`src/rtl/digit_window_ctrl.sv`:
```
// digit_window_ctrl: tracks the active-video raster, requests glyph ROM pixels for a scaled
// GW x GH window at (X0,Y0) and emits 2-clk aligned RGB565 + de/hs/vs. Option: DIGIT_WIN_BORDER_EN.
module digit_window_ctrl #(
  parameter int          X0       = 200,
  parameter int          Y0       = 100,
  parameter int          GW       = 64,
  parameter int          GH       = 128,
  parameter int          SCALE    = 2,
  parameter logic        SYNC_POL = 1'b0,
  parameter logic [15:0] FG_COLOR = 16'hFFFF,
  parameter logic [15:0] BG_COLOR = 16'h001F
) (
  input  logic        clk,
  input  logic        rst_n,
  input  logic        de_in,
  input  logic        hs_in,
  input  logic        vs_in,
  output logic [12:0] addr,
  input  logic        num,
  output logic [15:0] rgb,
  output logic        de_out,
  output logic        hs_out,
  output logic        vs_out
);

  localparam int          SH        = (SCALE == 4) ? 2 : (SCALE == 2) ? 1 : 0;
  localparam int          GXW       = $clog2(GW);
  localparam int          GYW       = $clog2(GH);
  localparam logic [10:0] X_LO      = 11'(X0);
  localparam logic [10:0] X_HI      = 11'(X0 + GW * SCALE - 1);
  localparam logic [10:0] Y_LO      = 11'(Y0);
  localparam logic [10:0] Y_HI      = 11'(Y0 + GH * SCALE - 1);
  localparam logic [10:0] CNT_MAX   = 11'h7FF;
  localparam logic        SYNC_IDLE = ~SYNC_POL;

  logic [10:0]    r_hCnt;
  logic [10:0]    r_vCnt;
  logic [12:0]    r_addr;
  logic           r_inWinD1;
  logic           r_deD1;
  logic           r_hsD1;
  logic           r_vsD1;
  logic [15:0]    r_rgb;
  logic           r_deOut;
  logic           r_hsOut;
  logic           r_vsOut;

  logic           w_deFall;
  logic           w_vsActive;
  logic           w_inWin;
  logic [10:0]    w_dx;
  logic [10:0]    w_dy;
  logic [GXW-1:0] w_gx;
  logic [GYW-1:0] w_gy;
  logic [12:0]    w_addrNext;
  logic [15:0]    w_rgbNext;

  // r_deD1 doubles as the previous-cycle de used for end-of-line detection
  assign w_deFall   = r_deD1 & ~de_in;
  assign w_vsActive = (vs_in == SYNC_POL);

  always_ff @(posedge clk or negedge rst_n) begin
    if (!rst_n) begin
      r_hCnt <= '0;
    end else if (de_in) begin
      if (r_hCnt != CNT_MAX) r_hCnt <= r_hCnt + 11'd1;
    end else if (r_deD1) begin
      r_hCnt <= '0;
    end
  end

  // vsync has priority so a vsync arriving mid-line restarts the frame
  always_ff @(posedge clk or negedge rst_n) begin
    if (!rst_n) begin
      r_vCnt <= '0;
    end else if (w_vsActive) begin
      r_vCnt <= '0;
    end else if (w_deFall && (r_vCnt != CNT_MAX)) begin
      r_vCnt <= r_vCnt + 11'd1;
    end
  end

  always_comb begin
    w_inWin    = de_in && (r_hCnt >= X_LO) && (r_hCnt <= X_HI)
                       && (r_vCnt >= Y_LO) && (r_vCnt <= Y_HI);
    w_dx       = r_hCnt - X_LO;
    w_dy       = r_vCnt - Y_LO;
    w_gx       = GXW'(w_dx >> SH);
    w_gy       = GYW'(w_dy >> SH);
    w_addrNext = w_inWin ? 13'({w_gy, w_gx}) : 13'd0;
  end

`ifdef DIGIT_WIN_BORDER_EN
  localparam logic [10:0] BX_LO = 11'(X0 - 1);
  localparam logic [10:0] BX_HI = 11'(X0 + GW * SCALE);
  localparam logic [10:0] BY_LO = 11'(Y0 - 1);
  localparam logic [10:0] BY_HI = 11'(Y0 + GH * SCALE);

  logic w_onBorder;
  logic r_borderD1;

  always_comb begin
    w_onBorder = de_in &&
      ((((r_hCnt == BX_LO) || (r_hCnt == BX_HI)) && (r_vCnt >= BY_LO) && (r_vCnt <= BY_HI)) ||
       (((r_vCnt == BY_LO) || (r_vCnt == BY_HI)) && (r_hCnt >= BX_LO) && (r_hCnt <= BX_HI)));
  end

  always_ff @(posedge clk or negedge rst_n) begin
    if (!rst_n) r_borderD1 <= 1'b0;
    else        r_borderD1 <= w_onBorder;
  end
`endif

  always_ff @(posedge clk or negedge rst_n) begin
    if (!rst_n) begin
      r_addr    <= '0;
      r_inWinD1 <= 1'b0;
      r_deD1    <= 1'b0;
      r_hsD1    <= SYNC_IDLE;
      r_vsD1    <= SYNC_IDLE;
    end else begin
      r_addr    <= w_addrNext;
      r_inWinD1 <= w_inWin;
      r_deD1    <= de_in;
      r_hsD1    <= hs_in;
      r_vsD1    <= vs_in;
    end
  end

  // num answers the address registered in stage 1, so it lines up with the d1 flags here
  always_comb begin
    w_rgbNext = BG_COLOR;
    if (!r_deD1) begin
      w_rgbNext = '0;
    end else if (r_inWinD1) begin
      w_rgbNext = num ? FG_COLOR : BG_COLOR;
    end
`ifdef DIGIT_WIN_BORDER_EN
    else if (r_borderD1) begin
      w_rgbNext = FG_COLOR;
    end
`endif
  end

  always_ff @(posedge clk or negedge rst_n) begin
    if (!rst_n) begin
      r_rgb   <= '0;
      r_deOut <= 1'b0;
      r_hsOut <= SYNC_IDLE;
      r_vsOut <= SYNC_IDLE;
    end else begin
      r_rgb   <= w_rgbNext;
      r_deOut <= r_deD1;
      r_hsOut <= r_hsD1;
      r_vsOut <= r_vsD1;
    end
  end

  assign addr   = r_addr;
  assign rgb    = r_rgb;
  assign de_out = r_deOut;
  assign hs_out = r_hsOut;
  assign vs_out = r_vsOut;

endmodule
```
`config.mk`:
```
export PLATFORM = sky130hd
export DESIGN_NAME = digit_window_ctrl
export DESIGN_NICKNAME = d
export VERILOG_FILES = /design/src/rtl/digit_window_ctrl.sv
export SDC_FILE = /design/constraint.sdc
export NUM_CORES = 1
export LEC_CHECK = 0
export ABC_AREA = 0
export BUFFER_PORTS_ARGS = -buffer_cell sky130_fd_sc_hd__buf_2
export CAP_MARGIN = 20
export CORE_UTILIZATION = 50
export DETAILED_ROUTE_END_ITERATION = 16
export PLACE_DENSITY = 0.79
export SLEW_MARGIN = 20
export SYNTH_ARGS = -nofsm -noshare
export SYNTH_HDL_FRONTEND = slang
export SYNTH_SLANG_ARGS = --single-unit
```
`constraint.sdc`:
```
create_clock -name clk -period 1.6 [get_ports clk]
set_input_delay 0.16 -clock clk [delete_from_list [all_inputs] [get_ports clk]]
set_output_delay 0.16 -clock clk [all_outputs]
set_load 0.03 [all_outputs]
```
# After elaboration in Yosys (flattened, before gate mapping)

Index checks and enable logic that the tools add are counted.
W data, S select, Z words.

Word-level logic and storage cells: 41
Input bits: 6
Register bits: 58
Output and inout port bits: 32

Muxes and demuxes: 9
Add/sub/neg operators: 4
Reduce and logical (&&, ||, !) cells: 7
Bitwise operators: 2
Equal/unequal tests: 4
Order comparisons: 4

Operators with widths:

| cell                    | number |
|---|---|
| $mux W11                | 5 |
| $mux W16                | 3 |
| $add A11 B1 Y11 const B | 2 |
| $le A11 B9 Y1 const B   | 2 |
| $ne A11 B11 Y1 const B  | 2 |
| $mux W13                | 1 |
| $ge A11 B7 Y1 const B   | 1 |
| $ge A11 B8 Y1 const B   | 1 |
| $sub A8 B7 Y8 const B   | 1 |
| $sub A7 B7 Y7 const B   | 1 |
| $logic_and A1 B1 Y1     | 5 |
| $ne A2 B1 Y1 const B    | 2 |
| $reduce_and A2 Y1       | 1 |
| $reduce_bool A2 Y1      | 1 |
| $and A1 B1 Y1           | 1 |
| $not A1 Y1              | 1 |

# Logic depth before layout (Yosys ltp)

Depth in word-level cells: 6
Mapped depth: 7

# Worst setup path after synthesis

No wires, ideal clock.

Kind: register to register
Start point: reg r_vCnt[3]
End point: reg r_addr[4], in the netlist addr[4]
Buffers on the path: 1
Path slack: -17 ps
Cell stages (with the launch flop): 8
Arrival time: 1485 ps
Cells stage by stage: dfrtp_1 inv_1 ha_1 a2111oi_0 o21ai_0 o211ai_1 buf_6 nor3_1

Cells in the longest elaborated chain, start to end: 4

Ends and longest elaborated chain:

| what                    | RTL line | RTL |
|---|---|---|
| from (decl)             | 37       | `logic [10:0] r_vCnt;` |
| from (signal assigned)  | 79       | `r_vCnt <= r_vCnt + 11'd1;` |
| $ge A11 B7 Y1           | 85       | `&& (r_vCnt >= Y_LO) && (r_vCnt <= Y_HI);` |
| $logic_and A1 B1 Y1     | 85       |  |
| $logic_and A1 B1 Y1 (*) | 85       |  |
| $mux W13 (*)            | 90       | `w_addrNext = w_inWin ? 13'({w_gy, w_gx}) : 13'd0;` |
| net w_addrNext[4]       | 55       | `logic [12:0] w_addrNext;` |
| to (signal assigned)    | 122      | `r_addr <= w_addrNext;` |
| to (decl)               | 38       | `logic [12:0] r_addr;` |

The timed path passes the listed nets; every way through them passes the cells marked *.
A chain may end at the register's enable or synchronous reset.

# Final worst setup path

Start point: reg r_hCnt[3]
End point: reg r_addr[0], in the netlist addr[0]

Cells in the longest elaborated chain, start to end: 6

Ends and longest elaborated chain:

| what                                  | RTL line | RTL |
|---|---|---|
| from (decl)                           | 36       | `logic [10:0] r_hCnt;` |
| from (signal assigned)                | 66       | `if (r_hCnt != CNT_MAX) r_hCnt <= r_hCnt + 11'd1;` |
| $ge A11 B8 Y1                         | 84       | `w_inWin = de_in && (r_hCnt >= X_LO) && (r_hCnt <= X_HI)` |
| $logic_and A1 B1 Y1                   | 84       |  |
| $logic_and A1 B1 Y1 (*)               | 84       |  |
| $logic_and A1 B1 Y1 (*) (2 in series) | 85       |  |
| $mux W13 (*)                          | 90       |  |
| net w_addrNext[0]                     | 55       |  |

Marked as above.

==> out/metrics.cfg <==
[run_status]
violations = negative setup slack
status = finished, violations left

[timing]
maxSlewViolCount = 0
setup_viol = 23
worst_clock_skew_ns = 0.00542
hold_slack_ns = 0.0590
clock.fmax_ghz = 0.540
layout_min_cycle_time_ns = 1.85
relSlewSlack_pct = 64.5
period_share_pct = 116
hold_violations = 0
tns_ns = -2.63
rsz0062_at_grt = yes
worst_pin_slew_ns = 0.532
setup_slack_ns = -0.252

[floorplan]
initial_core_util_pct = 52.4
dieArea_um2 = 4900
fp.dieW_um = 70.0
ioPinCount = 38
die_h_um = 70.0
row_count = 24
coreArea_um2 = 4410

[setup_path]
crit_path_end_kind = flip-flop
rrSetupSlack_ns = -0.25
crit_required_ns = 1.79
start_kind = flip-flop
path_cells = buf_4 -> or3_4 -> o211ai_4 -> o22ai_4 -> nor4_2
timing.rr.end = addr[0]
timing.rr.start = r_hCnt[3]
cp_max_fo = 7
cpMaxStageDelayCell = dfrtp_1
rr_worst_depth = 5
worstSetupPathType = reg -> reg
cpPeakStageDelay_ns = 0.44
critical_path_buf_inv_count = 1
critical-path-top-delay-family = simple AND/OR/NAND/NOR gates
cp.arrival_ns = 2.04

[drt]
routed_wl_mm = 6.88
detail-route-antenna-nets = 0
vias = 2102
dr.pass1.iters = 4
drc = 0
wl_per_cell_um = 20.1
first_iter_violations = 185
vias_per_cell = 6.15

[power_and_ir_drop]
power_density_nw_per_um2 = 687
p_leak_nw = 1.55
power.total_w = 0.00224
ir_drop_uv = 509

[synth]
ys_seq_area_share_pct = 46.7
ys_ff_latch = 43
syn-instance-count = 217
syn_nets = 234
synth_warnings = 0
async_flop_share_pct = 100
synth.distinct_cells = 46
syn_area_um2 = 2310
synth_edf_count = 0
synthFlopType = dfrtp_1
avgSynthCellArea_um2 = 10.7

[clock_tree]
clockBufferDepth = 2
cts_buffers = 5
clkTransAtPathRegs_ns = 0.08
cts.sinks = 43
ctsRootBufferMaster = clkbuf_8
ctsHtreeMaxLevel = 2
clock_latency_ns = 0.31
tritoncts = yes

[worst_hold_path]
hold_path_end = r_deD1
hp-class = in -> reg
hold_start = de_in
holdPathStages = 1

[layout]
layout.cells.non_filler = 342
drive_gt1_share_pct = 52.1
nets = 306
diodes = 0
area_growth_pct = 40.7

[global_route]
globalRouteOverflowTotal = 0
grt_start_max_net_pins = 44
grt_pass1_vias = 1860
antenna_found_initial = 0
track_usage_pct = 24.2
grt_pass1_wl_mm = 9.23

[place]
dp_hpwl_mm = 3.50
finalWeightedCongestion = 0.871
placedCellCount = 318
portBuffers = 37

[job]
drv_cap = 0

==> placed cells by master, fill, tap and decap left out, types with 3 or more instances in the layout <==
| cell | synthesis | layout |
|---|---|---|
| buf_4 | 18 | 40 |
| dfrtp_1 | 39 | 37 |
| buf_2 | 1 | 37 |
| nand2_1 | 13 | 12 |
| nor2_1 | 12 | 12 |
| nor3_2 | 3 | 11 |
| inv_1 | 13 | 8 |
| and3_1 | 10 | 8 |
| nand4_1 | 7 | 7 |
| buf_6 | 4 | 7 |
| ha_1 | 11 | 6 |
| inv_2 | 0 | 5 |
| xor2_1 | 5 | 5 |
| xnor2_1 | 6 | 5 |
| clkbuf_8 | 0 | 5 |
| o21ai_0 | 7 | 4 |
| mux2i_1 | 4 | 4 |
| ha_4 | 0 | 4 |
| dfstp_2 | 4 | 4 |
| nor4_4 | 1 | 3 |
| o21a_1 | 3 | 3 |
| dlygate4sd3_1 | 0 | 3 |
==> area by class of cell <==
cell class	count	area (um2)
clock buffers	5	68.8
inverters	13	48.8
repair buffers	88	619
multi-input cells	138	1350
well taps	52	65.1
fillers	258	1160
clock inverters	3	20.0
flip-flops and latches	43	1080
==> flip-flops by register name, indices dropped and copies added (netlist names) <==
signal and flops:
r_hCnt 11, r_vsD1 1, r_inWinD1 1, vs_out 1, addr 13, r_vCnt 11
hs_out 1, r_deD1 1, r_hsD1 1, rgb 2
==> power by group <==
part / switching, W / internal, W / leakage, nW
Combinational: 0.000202 / 0.000152 / 0.932
Clock: 0.000403 / 0.000304 / 0.0402
Sequential: 0.0000479 / 0.00113 / 0.574
==> worst max path at each step <==
stage                   start         to  slack [ns]  depth (start not counted)
floorplan           r_vCnt[2]  r_vCnt[7]        0.03                          5
global placement    r_vCnt[0]    addr[5]       -0.08                          5
detailed placement  r_vCnt[1]    addr[5]       -0.12                          5
CTS                 r_hCnt[0]    addr[4]       -0.07                          7
global route        r_hCnt[3]    addr[0]       -0.25                          5
finish              r_hCnt[3]    addr[0]       -0.25                          5
==> stage by stage <==
stage	utilization, %	worst slack [ns]	area [um2]
detailed placement	60.3	-0.115	2660
global placement	60.3	-0.0791	2660
global route	73.7	-0.254	3250
floorplan	-	0.0257	2320
finish	73.7	-0.252	3250
CTS	67.9	-0.0681	3000
==> synthesized netlist by cell type (2+ instances only) <==
cell type,number,area share [%]
a21oi_1,5,1.1
and2_1,2,0.54
ha_1,11,5.9
a211o_1,2,0.76
nor3_2,3,1.3
a311oi_1,2,0.76
nor4_1,4,1.1
xor2_1,5,1.9
nand2b_1,2,0.54
buf_4,18,5.8
and3_1,10,2.7
o2111ai_1,2,0.76
dfrtp_1,39,42
o311ai_1,2,0.76
o211ai_1,2,0.65
o21a_1,3,0.97
o31ai_1,3,0.97
nand2_1,13,2.1
nand3_1,2,0.43
nor2_1,12,1.9
a31oi_1,2,0.54
xnor2_1,6,2.3
nor3_1,11,2.4
nand4_1,7,1.9
o21ai_0,7,1.5
mux2i_1,4,1.7
dfstp_2,4,4.5
buf_6,4,1.9
inv_1,13,2.1
==> layer usage <==
| metal | routed length [um] | vias up | GRT usage, % |
|---|---|---|---|
| li1 | - | 908 | - |
| met1 | 2710 | 1054 | 31.1 |
| met2 | 3460 | 118 | 39.4 |
| met3 | 458 | 22 | 3.75 |
| met4 | 250 | 0 | 12.7 |
| met5 | 0 | - | 0 |
==> cells by family (layout without fill, tap and decap cells) <==
| group | Yosys count | in the layout | share of synthesized area (%) |
|---|---|---|---|
| xor+xnor | 11 | 11 | 4.16 |
| buf+inv | 37 | 109 | 10.3 |
| mux | 4 | 4 | 1.73 |
| fa+ha+maj | 11 | 11 | 5.95 |
| compound gates | 38 | 39 | 13.1 |
| simple gates | 73 | 73 | 18.0 |
| flops | 43 | 43 | 46.7 |
==> repair_timing <==
action | 4_1_cts | 5_1_grt
gates resized for setup | 28 | 43
buffers inserted | 7 | 5
gates cloned | 1 | 1
hold buffers | 3 | 0
endpoints found under the hold margin | 41 | 0
setup endpoints to repair | 19 | 29
pin swaps | 13 | 17
(Power assumes the default switching activity.)
